[config.mk]
export PLATFORM = sky130hd
export DESIGN_NAME = gen_al_n2w_top
export DESIGN_NICKNAME = d
export VERILOG_FILES = /design/src/rtl/gen_al_n2w_top.sv
export SDC_FILE = /design/constraint.sdc
export NUM_CORES = 1
export LEC_CHECK = 0
export BUFFER_PORTS_ARGS = -buffer_cell sky130_fd_sc_hd__buf_2
export CAP_MARGIN = 20
export CORE_ASPECT_RATIO = 1.5
export CORE_UTILIZATION = 59
export DETAILED_ROUTE_END_ITERATION = 16
export GPL_TIMING_DRIVEN = 0
export PLACE_DENSITY_LB_ADDON = 0.2
export SLEW_MARGIN = 10
export SYNTH_ARGS = -nofsm -noshare
export SYNTH_HDL_FRONTEND = slang
export SYNTH_SLANG_ARGS = --single-unit
export TNS_END_PERCENT = 20
[constraint.sdc]
create_clock -name clk -period 4.4 [get_ports clk]
set_input_delay 0.88 -clock clk [delete_from_list [all_inputs] [get_ports clk]]
set_output_delay 0.88 -clock clk [all_outputs]
set_load 0.02 [all_outputs]
[src/rtl/gen_al_n2w_top.sv]
// Narrow-to-wide aligner: packs DAT_IN_W-bit beats (first beat in lane 0) into a registered DAT_OUT_W-bit word.
// Optional early-last closing of a word is enabled by defining GEN_AL_N2W_LAST_EN.
module gen_al_n2w_top #(
  parameter int unsigned DAT_IN_W  = 8,
  parameter int unsigned DAT_OUT_W = 32,
  localparam int unsigned AL_SEL_W = $clog2(DAT_OUT_W / DAT_IN_W)
) (
  input  logic                 clk,
  input  logic                 rst_n,
  input  logic                 us_vld,
  input  logic                 us_last,
  input  logic [DAT_IN_W-1:0]  us_dat,
  output logic                 us_rdy,
  output logic                 ds_vld,
  input  logic                 ds_rdy,
  output logic [DAT_OUT_W-1:0] ds_dat,
  output logic [AL_SEL_W-1:0]  ds_last_vld_sel
);

  localparam int unsigned NLANE = DAT_OUT_W / DAT_IN_W;
  localparam logic [AL_SEL_W-1:0] SEL_MAX = AL_SEL_W'(NLANE - 1);

  logic [AL_SEL_W-1:0]  wr_sel_q, wr_sel_d;
  logic [DAT_OUT_W-1:0] asm_q, asm_d;
  logic [DAT_OUT_W-1:0] ds_dat_q, ds_dat_d;
  logic [AL_SEL_W-1:0]  ds_sel_q, ds_sel_d;
  logic                 ds_vld_q, ds_vld_d;
  logic [DAT_OUT_W-1:0] merged;
  logic                 acc, last_hit, cmpl;

  assign us_rdy = ~ds_vld_q | ds_rdy;
  assign acc    = us_vld & us_rdy;

`ifdef GEN_AL_N2W_LAST_EN
  assign last_hit = us_last;
`else
  logic unused_last;
  assign last_hit    = 1'b0;
  assign unused_last = us_last;
`endif

  assign cmpl = acc & ((wr_sel_q == SEL_MAX) | last_hit);

  // Lanes below wr_sel come from the assembly register, the current lane from
  // the incoming beat, and lanes above are zeroed so stale data never leaks out.
  always_comb begin
    asm_d  = asm_q;
    merged = '0;
    for (int unsigned i = 0; i < NLANE; i++) begin
      if (i == 32'(wr_sel_q)) begin
        merged[i*DAT_IN_W +: DAT_IN_W] = us_dat;
        if (acc) asm_d[i*DAT_IN_W +: DAT_IN_W] = us_dat;
      end else if (i < 32'(wr_sel_q)) begin
        merged[i*DAT_IN_W +: DAT_IN_W] = asm_q[i*DAT_IN_W +: DAT_IN_W];
      end
    end
  end

  // Completion takes priority over drain, giving bubble-free back-to-back words.
  always_comb begin
    wr_sel_d = wr_sel_q;
    ds_dat_d = ds_dat_q;
    ds_sel_d = ds_sel_q;
    ds_vld_d = ds_vld_q;
    if (cmpl) begin
      ds_dat_d = merged;
      ds_sel_d = wr_sel_q;
      ds_vld_d = 1'b1;
      wr_sel_d = '0;
    end else begin
      if (acc) wr_sel_d = wr_sel_q + AL_SEL_W'(1);
      if (ds_vld_q & ds_rdy) ds_vld_d = 1'b0;
    end
  end

  always_ff @(posedge clk or negedge rst_n) begin
    if (!rst_n) begin
      wr_sel_q <= '0;
      asm_q    <= '0;
      ds_dat_q <= '0;
      ds_sel_q <= '0;
      ds_vld_q <= 1'b0;
    end else begin
      wr_sel_q <= wr_sel_d;
      asm_q    <= asm_d;
      ds_dat_q <= ds_dat_d;
      ds_sel_q <= ds_sel_d;
      ds_vld_q <= ds_vld_d;
    end
  end

  assign ds_vld          = ds_vld_q;
  assign ds_dat          = ds_dat_q;
  assign ds_last_vld_sel = ds_sel_q;

endmodule

[Word-level counts from Yosys, hierarchy flattened]
Index checks and enable logic that the tools add are counted.
Storage, ports and cells
  bits in registers: 61
  latch bits: 0
  bits in writable memories: 0
  bits in read-only memories: 0
  memories: 0
Operators by class
  add/subtract/negate cells: 1
  multiply operators: 0
  divide/modulo/power cells: 0
  magnitude comparators: 3
  eq/ne operators: 4
  shift operators: 0
  mux-type cells: 11
  bitwise operators: 5
  reduce and logical (&&, ||, !) cells: 6
Operator list (count)
  $mux W8: 7
  $reduce_and A2 Y1: 3
  $eq A2 B2 Y1 const A: 2
  $lt A1 B2 Y1 const A: 2
  $mux W2: 2
  $reduce_bool A2 Y1: 2
  $and A1 B1 Y1: 3
  $add A2 B1 Y2 const B: 1
  $eq A1 B2 Y1 const A: 1
  $eq A2 B2 Y1 const B: 1
  $logic_not A2 Y1: 1
  $lt A2 B2 Y1 const A: 1
  $mux W1: 2
  $not A1 Y1: 1
  $or A1 B1 Y1: 1

[Longest topological paths before layout]
Gate-level depths: netlist of the first run.
  word-level depth: 5
  gate-level depth with buffers: 6

[Worst setup path after synthesis of the first run]
Ideal clock, no wire load.
  path kind: input to output
  start point: in ds_rdy
  end point: out us_rdy
  arrival: 1161 ps
  path slack: 2359 ps
  cell stages on the path: 2
  buffers on the path: 1
  cell sequence: nand2b_1 buf_6
On the way
  cells in the longest elaborated chain, start to end: 1
Ends and longest elaborated chain
  start, declared: line 15  | input logic ds_rdy,
  $or A1 B1 Y1: line 31  | assign us_rdy = ~ds_vld_q | ds_rdy;
  end, declared: line 13  | output logic us_rdy,
No other way between the ends.

[Worst setup path after layout of the first run]
Same ends and word-level chain as after synthesis.

==> metrics, run 1 <==
outcome finished, violations left; violations in the final reports DRC; max-slew violations 0; fillers 313; std cell rows 30; total of max-cap violations 0; sequential fraction of the synthesis area 0.553; DP Cell Count 266; leakage power 1.68 nW; Bufs on Longest Clock Path 2; gate count of the mapped netlist 170; Netlist Area Pre-Place roughly 2800 um^2; Worst R2R Setup Slack 2.70 ns; GRT overflow 0; clock root buffer clkbuf_8; Avg Cell Area, Syn 16.2 um^2; largest net degree at the start of global routing 27; final hold vios 0; share of layout cells above drive strength 1 0.645; DR pass1 iterations 10; Rel. slew slack 0.653; Crit Reg-Reg Endpoint ds_dat[20]$_DFFE_PN0P_; H-tree level count 3; Synth Net Count 187; DRC Markers 4; Via Count 1,619; setup TNS 0 ns; PnR worst setup slack 2.12 ns; r2r worst-path depth 5; Num CTS Buffers 9; Post-DP Area 3100 um^2; FF+latch count, synth 61; Worst Hold Class input pin to asynchronous set/reset pin; DP Worst Slack 2.11 ns; critical path fanouts, max 7; clk_skew 0.00554 ns; min Tclk post-route 2.28 ns; Avg WL per Cell 18.6 um; die area around 5000 um^2; clock net sink count 61; buffers added on ports 46; Top FF cell, synth dfrtp_1; n_diodes 0; CP startpoint kind input pin; Placeable Area 4500 um^2; area used by multi-input combinational logic 1160 um^2; dpl hpwl about 3.6 mm; Netlist cell types 15; GRT Util Overall 0.237; WP data required 3.52 ns; Clock transition at path regs ~0.07 ns; RSZ-0062 raised after global routing false; Post-CTS Hold Buffers 0; Post-synth ARST share 1.00; die height about 86 um; Crit Reg-Reg Startpoint wr_sel_q[0]$_DFFE_PN0P_; fin cells 282; Data arrival, critical path 1.40 ns; Period Utilization, post-route 0.519; antenna violations before repair 0; CTS tree built; Worst-Skew Late Latency 0.33 ns; area grow syn2layout 20.4%; io pins 49; Placer Congestion 0.790; final net count 246; worst setup path class input pin to primary output; Setup Buffers After CTS 0; Vias per Instance ~5.7; Total Routed Length 5.25 mm; Max VDD drop between 500 and 600 uV; remaining antenna violation count 0; setup violators final 0; Initial Util 0.613; die width 57.8 um; post-route cell area 3320 um^2; number of global-route vias before repair 1,675; Post-synth EDFFs 0; Pwr per Cell Area 832 nW/um^2; Worst-Margin Slew 0.519 ns; FF+latch area 1530 um^2; worst hold margin 0.455 ns; Detailed Route Iter0 Violations 45; first-pass GRT wire length roughly 8.5 mm; critical path capture point type primary output; fmax ~440 MHz; YS warnings 0; cts repair resizes 0
cell usage in the layout (no fill, tap or decap), types with 3 or more instances in the layout:
cell type	instances
clkbuf_8	11
ha_1	4
mux2_2	47
buf_6	4
a22o_1	7
mux2_4	29
nand3_2	3
nand2_1	4
buf_2	50
dfrtp_1	61
how the worst max path moves through the flow:
stage,from,end,slack [ns],cells past startpoint
6_report,ds_rdy,us_rdy,2.12,4
5_1_grt,ds_rdy,us_rdy,2.10,4
4_1_cts,ds_rdy,us_rdy,2.11,4
3_5_place_dp,ds_rdy,us_rdy,2.11,4
3_3_place_gp,ds_rdy,us_rdy,2.12,4
2_1_floorplan,ds_rdy,us_rdy,2.36,2
report_power, final:
group          internal (mW)  switching [mW]
combinational          0.650           0.563
sequential             0.842           0.154
clock                  0.348           0.205
total                   1.84           0.922
stage by stage:
stage	utilization	total power, mW
finish	0.738	2.76
global route	0.738	2.92
floorplan	-	1.89
global placement	0.677	2.16
detailed placement	0.688	2.22
CTS	0.738	2.79
sequential cells by signal, indices dropped and copies added, names as in the netlist:
register	count
wr_sel_q	2
ds_vld	1
ds_last_vld_sel	2
asm_q	24
ds_dat	32
synth_stat cells (2+ instances only):
cell type	count	area (um^2)
buf_2	4	20.0
a22o_1	7	61.3
nand3_2	3	30.0
ha_1	4	50.1
mux2_2	47	529
dfrtp_1	61	1530
mux2_4	29	435
buf_6	4	45.0
inv_1	2	7.51
nand2_1	4	15.0
logic make-up after synthesis:
kind of cell / after synthesis / synth area share
adder cells (fa/ha/maj): 4 / 0.0181
multiplexers: 76 / 0.350
flip-flops: 61 / 0.553
AND/OR/NAND/NOR: 11 / 0.0286
buffers and inverters: 10 / 0.0263
AO/OA/AOI/OAI: 8 / 0.0240
routing by layer:
metal | vias to the layer above | global-route usage | wire (um)
li1 | 733 | - | -
met1 | 834 | 0.291 | 2210
met2 | 44 | 0.393 | 2750
met3 | 8 | 0.0649 | 201
met4 | 0 | 0.0931 | 90
met5 | - | 0 | 0
worst max-delay path, stage by stage:
cell and delay, ns:
buf_2 0.09, nand2b_1 0.14, buf_6 0.14, buf_2 0.15
cell type report:
| cell class | count | area share |
|---|---|---|
| Buffer | 8 | 0.0196 |
| Clock buffer | 12 | 0.0467 |
| Clock inverter | 4 | 0.0211 |
| Inverter | 2 | 0.00226 |
| Multi-Input combinational cell | 99 | 0.349 |
| Sequential cell | 61 | 0.460 |
| Tap cell | 48 | 0.0181 |
| Timing Repair Buffer | 48 | 0.0836 |
No activity file was read; power rests on OpenSTA's default activity.
==> run 2: changes to the inputs <==
- CORE_UTILIZATION: 59 -> 50
- clock period: 4.4 -> 1.83 ns (I/O delays scaled with it)
==> metrics, run 2 (synthesis gave the netlist of run 1 again) <==
io pins 49; Data arrival, critical path 1.92 ns; Num CTS Buffers 9; critical path capture point type register; max-slew violations 0; DP Worst Slack 0.143 ns; leakage power 1.64 nW; largest net degree at the start of global routing 36; Worst Hold Class input pin to asynchronous set/reset pin; setup TNS 0 ns; Sw Pwr 2.21 mW; Clock transition at path regs 0.07 ns; fin util 0.627; Detailed Route Iter0 Violations 50; outcome finished clean; Post-DP Area between 3000 and 4000 um^2; Gate power share 0.450; GRT overflow 0; first-pass GRT wire length 8.56 mm; Pint roughly 4.2 mW; setup violators final 0; antenna violations before repair 0; Initial Util 0.526; dpl hpwl between 3 and 4 mm; DR pass1 iterations 4; clk_skew between 0.009 and 0.01 ns; Worst-Skew Late Latency 0.34 ns; Largest register FFs 32; worst setup path class register to register; Placeable Area 5250 um^2; Clk pwr share 0.181; PnR worst setup slack roughly 0.13 ns; Vias per Instance 5.20; Via Count between 1,500 and 2,000; total chip power ~6.4 mW; clock root buffer clkbuf_8; n_diodes 0; H-tree level count 3; Max VDD drop 1040 uV; final net count ~250; GRT Util Overall 0.200; RSZ-0062 raised after global routing false; Rel. slew slack 0.583; commonest cells after routing, fill and taps aside dfrtp_1, buf_2, mux2_2; Worst-Margin Slew 0.625 ns; CTS tree built; critical path's largest stage delay 0.45 ns; std cell rows 32; Reg power frac 0.370; Critical Path, Cell by Cell inv_1, ha_1, buf_2, mux2_2, mux2_4; CP startpoint kind register; die width 62.7 um; WP data required 2.05 ns; Bufs on Longest Clock Path 2; die height around 93 um; Net Sw Frac 0.342; Total Routed Length 5.12 mm; buffers added on ports 46; die area 5820 um^2; share of layout cells above drive strength 1 0.639; Bufs and invs on worst path 2; area grow syn2layout 19.1%; most common cell after layout, fill and taps aside dfrtp_1; remaining antenna violation count 0; cts repair resizes 0; Post-CTS Hold Buffers 0; total of max-cap violations 0; fmax around 600 MHz; clock net sink count 61; post-route cell area 3290 um^2; DRC Markers 0; number of global-route vias before repair 1,681; Placer Congestion 0.727; Period Utilization, post-route 0.929; Setup Buffers After CTS 0; fillers 422; final hold vios 0; Pwr per Cell Area 1960 nW/um^2; min Tclk post-route between 1.5 and 2 ns; crit-path leading delay family multiplexers; Slowest cell on crit path dfrtp_1; critical path fanouts, max 9; Avg WL per Cell 17.0 um
## run 2: path summary, 6_finish.rpt
| check | start | to | slack (ns) | cells after the start |
|---|---|---|---|---|
| min in group clk | us_dat[7] | ds_dat[31]$_DFFE_PN0P_ | 0.37 | 2 |
| max in group asynchronous | rst_n | ds_dat[5]$_DFFE_PN0P_ | 1.18 | 2 |
| max | wr_sel_q[0]$_DFFE_PN0P_ | ds_dat[7]$_DFFE_PN0P_ | 0.13 | 5 |
| min | rst_n | ds_dat[9]$_DFFE_PN0P_ | 0.04 | 1 |
| min reg2reg | asm_q[0]$_DFFE_PN0P_ | asm_q[0]$_DFFE_PN0P_ | 0.50 | 1 |
| max reg2reg | wr_sel_q[0]$_DFFE_PN0P_ | ds_dat[7]$_DFFE_PN0P_ | 0.13 | 5 |
## run 2: metal layers
layer  routed length [um]  GRT usage  vias up
met5                    0          0        -
met2                 2690      0.330       41
met4                   74      0.116        0
met3                  176     0.0329        7
met1                 2190      0.246      794
li1                     -          -      724
## run 2: final cells by class
cell class              count  area, um^2  area share
inverters                   2        7.51     0.00228
plain buffers               8        65.1      0.0198
repair buffers             47         250      0.0761
multi-input cells          99        1160       0.353
well taps                  68        85.1      0.0259
clock inverters             4        47.5      0.0145
clock buffers              12         145      0.0442
flip-flops and latches     61        1530       0.464
## run 2: power groups by stage
stage	clock, mW	combinational [mW]	sequential [mW]
detailed placement	0	2.93	2.41
global placement	0	2.84	2.36
finish	1.17	2.90	2.38
floorplan	0	1.75	2.80
global route	1.25	3.09	2.48
CTS	1.20	2.94	2.39
## run 2: stage by stage
step                      hold slack (ns)  cells
final                              0.0378    301
after global routing               0.0830    301
after CTS                          0.0471    301
after detailed placement            0.416    285
after global placement              0.484    284
after floorplan                    0.0704    170
